$ cat config.mk
export PLATFORM = sky130hd
export DESIGN_NAME = fetch_pc_stage
export DESIGN_NICKNAME = d
export VERILOG_FILES = /design/src/rtl/fetch_pc_stage.sv
export SDC_FILE = /design/constraint.sdc
export NUM_CORES = 1
export LEC_CHECK = 0
export ABC_AREA = 0
export BUFFER_PORTS_ARGS = -buffer_cell sky130_fd_sc_hd__buf_2
export CORE_ASPECT_RATIO = 1.25
export CORE_MARGIN = 2
export CORE_UTILIZATION = 30
export DETAILED_ROUTE_END_ITERATION = 6
export GPL_TIMING_DRIVEN = 1
export SLEW_MARGIN = 0
export SYNTH_ARGS = -nofsm -noshare
export SYNTH_HDL_FRONTEND = slang
export SYNTH_SLANG_ARGS = --single-unit
$ cat constraint.sdc
create_clock -name clk -period 7.8 [get_ports clk]
set_input_delay 0 -clock clk [delete_from_list [all_inputs] [get_ports clk]]
set_output_delay 0 -clock clk [all_outputs]
set_load 0.005 [all_outputs]
$ cat src/rtl/fetch_pc_stage.sv
// Fetch PC register and F/D pipeline register for the five-stage MIPS pipeline.
// Define FETCH_ADDR_CHECK_EN to enable AdEL detection on the fetch address.
module fetch_pc_stage #(
  parameter logic [31:0] RESET_PC   = 32'h0000_3000,
  parameter logic [31:0] HANDLER_PC = 32'h0000_4180,
  parameter logic [31:0] IM_LO      = 32'h0000_3000,
  parameter logic [31:0] IM_HI      = 32'h0000_6ffc
) (
  input  logic        clk,
  input  logic        reset,
  input  logic [31:0] npc,
  input  logic [31:0] instr_in,
  input  logic        stall,
  input  logic        req,
  input  logic        eret_clr,
  input  logic        D_is_jump,
  output logic [31:0] F_pc,
  output logic [31:0] D_pc,
  output logic [31:0] D_instr,
  output logic [4:0]  D_exccode,
  output logic        D_bd
);

  localparam logic [4:0] EXC_NONE = 5'd0;
  localparam logic [4:0] EXC_ADEL = 5'd4;

  // An inverted instruction-memory window is a configuration error.
  if (IM_LO > IM_HI) begin : g_bad_im_range
    $error("fetch_pc_stage: IM_LO must not exceed IM_HI");
  end

  logic [4:0]  f_exccode;
  logic [31:0] f_instr_eff;

`ifdef FETCH_ADDR_CHECK_EN
  always_comb begin
    f_exccode = EXC_NONE;
    if ((F_pc[1:0] != 2'b00) || (F_pc < IM_LO) || (F_pc > IM_HI)) begin
      f_exccode = EXC_ADEL;
    end
  end

  // A faulting fetch enters D as a nop so it cannot have side effects.
  always_comb begin
    f_instr_eff = instr_in;
    if (f_exccode != EXC_NONE) begin
      f_instr_eff = 32'h0000_0000;
    end
  end
`else
  assign f_exccode   = EXC_NONE;
  assign f_instr_eff = instr_in;
`endif

  // req redirects even under stall; eret_clr only takes effect on an unstalled edge.
  always_ff @(posedge clk or posedge reset) begin
    if (reset) begin
      F_pc      <= RESET_PC;
      D_pc      <= RESET_PC;
      D_instr   <= 32'h0000_0000;
      D_exccode <= EXC_NONE;
      D_bd      <= 1'b0;
    end else if (req) begin
      F_pc      <= HANDLER_PC;
      D_pc      <= HANDLER_PC;
      D_instr   <= 32'h0000_0000;
      D_exccode <= EXC_NONE;
      D_bd      <= 1'b0;
    end else if (!stall) begin
      F_pc <= npc;
      D_pc <= F_pc;
      if (eret_clr) begin
        D_instr   <= 32'h0000_0000;
        D_exccode <= EXC_NONE;
        D_bd      <= 1'b0;
      end else begin
        D_instr   <= f_instr_eff;
        D_exccode <= f_exccode;
        D_bd      <= D_is_jump;
      end
    end
  end

endmodule

==> metrics.md <==
| Metric | Value |
|---|---|
| Status | finished clean |
| First-pass GRT wire length | 15060 um |
| Cell area power density | 195.1 mW/mm2 |
| Final total negative setup slack | 0 ns |
| Overall power | 1.114 mW |
| Post-DP HPWL | 5971 um |
| Die X-Extent | 105.3 um |
| R2R setup slack | 6.88 ns |
| Post-synthesis average cell area | 13.14 um2 |
| Final antenna diode count | 0 |
| Max-slew violations | 0 |
| R2r startpoint | F_pc[8] |
| Area grow syn2layout | 48.25% |
| Post-route cell area | 0.005709 mm2 |
| Overflow after GRT | 0 |
| Vias | 3101 |
| Worst Tran Pin Value | 1.304 ns |
| Clk_lat worst skew | 0.33 ns |
| Period utilization | 0.2469 |
| Clk sinks | 97 |
| CP Capture Point | D_instr[26] |
| Worst vdd ir | 128.3 uV |
| CP Launch Type | input pin |
| Reg2reg path depth | 2 |
| # nets final | 582 |
| Num rows | 46 |
| Critical Path AT | 2.14 ns |
| Placed cell area | 0.004753 mm2 |
| Max Clock Skew | 0.002251 ns |
| FF-to-FF End | F_pc[8] |
| Netlist cell types | 15 |
| Share of post-route cells with drive strength above 1 | 0.3694 |
| Die area | 0.01377 mm2 |
| Vias in the first global route | 3040 |
| DR vias/cell | 4.527 |
| Worst-case clock buffer depth | 2 |
| CP startpoint | stall |
| Fillers | 1138 |
| Leak | 3.052 nW |
| Synth Register Bits | 97 |
| Min-Delay Path Class | in -> async |
| Final Hold Violating Endpoints | 0 |
| Wirelength per Cell | 14.01 um |
| Max FO, Critical Path | 66 |
| Warnings from Yosys | 0 |
| # Post-CTS Setup Buffers | 0 |
| Starting density of the core | 0.3055 |
| Final core utilization | 0.4529 |
| TritonCTS clock tree | built |
| All-layer global routing usage | 0.1387 |
| Synthesized area | 0.003851 mm2 |
| Clock-pin slew on the worst setup and hold paths | 0.07 ns |
| Synth Instances | 293 |
| CTS Buf Count | 9 |
| Fin crit period | 1.926 ns |
| Largest net degree at the start of global routing | 67 |
| GPL Wtd Cong | 0.7106 |
| DR DRC count | 0 |
| Post-route insts no fill | 685 |
| Floorplan Core Area | 0.01260 mm2 |
| Post-detailed-route count of antenna-violating nets | 0 |
| Crit Path Category | in -> reg |
| F_max | 519.3 MHz |
| Worst path required time | 8.02 ns |
| Setup violators final | 0 |
| Drt total wl | 9599 um |
| Dpl cells | 603 |
| Port bufs | 166 |
| Relative slew slack | 0.1268 |
| RSZ-0062 raised after global routing | no |
| Depth of the CTS H-tree | 3 |
| Seq/Total Area, Yosys | 0.6316 |
| Commonest non-fill, non-tap cell in the layout | buf_2 |
| IO Count | 172 |
| Commonest cells after routing, fill and taps aside | buf_2 (165), dfrtp_1 (93), dlygate4sd3_1 (66), mux2i_1 (58), nor2_1 (58) |
| CTS root buf | clkbuf_16 |
| Initial antenna violation count | 0 |
| Die Ht | 130.7 um |
| 1st-iter DRT viols | 125 |
| DRT Pass-1 Iters | 5 |
| Total of max-cap violations | 0 |
| Crit. End Element | flip-flop |
## power by group
part,switching (mW),internal [mW]
Sequential,0.0138,0.526
Combinational,0.0639,0.0728
Clock,0.189,0.249
## state kept, by name, summed over array words and instances, names as in the netlist
| register | count |
|---|---|
| F_pc | 32 |
| D_instr | 32 |
| D_pc | 32 |
| D_bd | 1 |
## through the flow
stage	worst slack [ns]	hold WS [ns]
after floorplan	5.273	0.1244
after global placement	5.551	0.05145
after detailed placement	5.490	0.06037
after CTS	5.851	0.2501
after global routing	5.655	0.2786
final	5.874	0.2291
## worst max-delay path, cell delays in order
cell and delay [ns]:
buf_4 0.75, inv_1 0.88, a32o_1 0.50
## metal layers
| layer | share of wire | GRT usage | wire length, um | vias to the layer above |
|---|---|---|---|---|
| met4 | 0.016 | 0.05569 | 149 | 0 |
| met1 | 0.43 | 0.1754 | 4088 | 1504 |
| li1 | - | - | - | 1465 |
| met3 | 0.064 | 0.03671 | 616 | 15 |
| met5 | 0 | 0 | 0 | - |
| met2 | 0.49 | 0.2281 | 4744 | 117 |
## cells in the mapped netlist, drive strengths merged
| cell | n | area share |
|---|---|---|
| dfrtp | 93 | 0.60 |
| nor2 | 59 | 0.058 |
| mux2i | 58 | 0.15 |
| a32o | 33 | 0.086 |
| buf | 28 | 0.045 |
| a211o | 6 | 0.014 |
| and2 | 6 | 0.0097 |
| dfstp | 4 | 0.027 |
| clkbuf | 2 | 0.0020 |
| inv | 2 | 0.0020 |
| conb | 1 | 0.00097 |
| nor2b | 1 | 0.0016 |
## logic make-up (layout without fill, tap and decap cells)
kind of cell	Yosys count	after routing	share of synthesized area
AND/OR/NAND/NOR	66	66	0.06888
AO/OA/AOI/OAI	39	39	0.09942
multiplexers	58	58	0.1507
buffers and inverters	32	252	0.04841
other	1	5	0.0009737
flip-flops	97	97	0.6316
## layout make-up
| class | instances | area (um2) | area share |
|---|---|---|---|
| clock inverter | 7 | 70.07 | 0.01227 |
| tap | 168 | 210.2 | 0.03682 |
| timing repair buffer | 234 | 1509 | 0.2643 |
| multi-input combinational | 168 | 1252 | 0.2194 |
| sequential | 97 | 2432 | 0.4260 |
| clock buffer | 9 | 225.2 | 0.03945 |
| inverter | 2 | 10.01 | 0.001753 |
## worst min-delay path by stage
stage | start | to | slack, ns | cells after the start
floorplan | npc[14] | F_pc[14] | 0.12 | 1
global placement | reset | D_instr[21] | 0.05 | 2
detailed placement | reset | D_instr[26] | 0.06 | 2
CTS | reset | D_instr[21] | 0.25 | 3
global route | reset | D_instr[21] | 0.28 | 3
finish | reset | D_instr[21] | 0.23 | 3
## timing repair
| action | 4_1_cts | 5_1_grt |
|---|---|---|
| endpoints found under the hold margin | 102 | 0 |
| hold buffers | 66 | 0 |
| resized for setup | 0 | 0 |
Note: power is estimated with default switching activity, not from simulation.
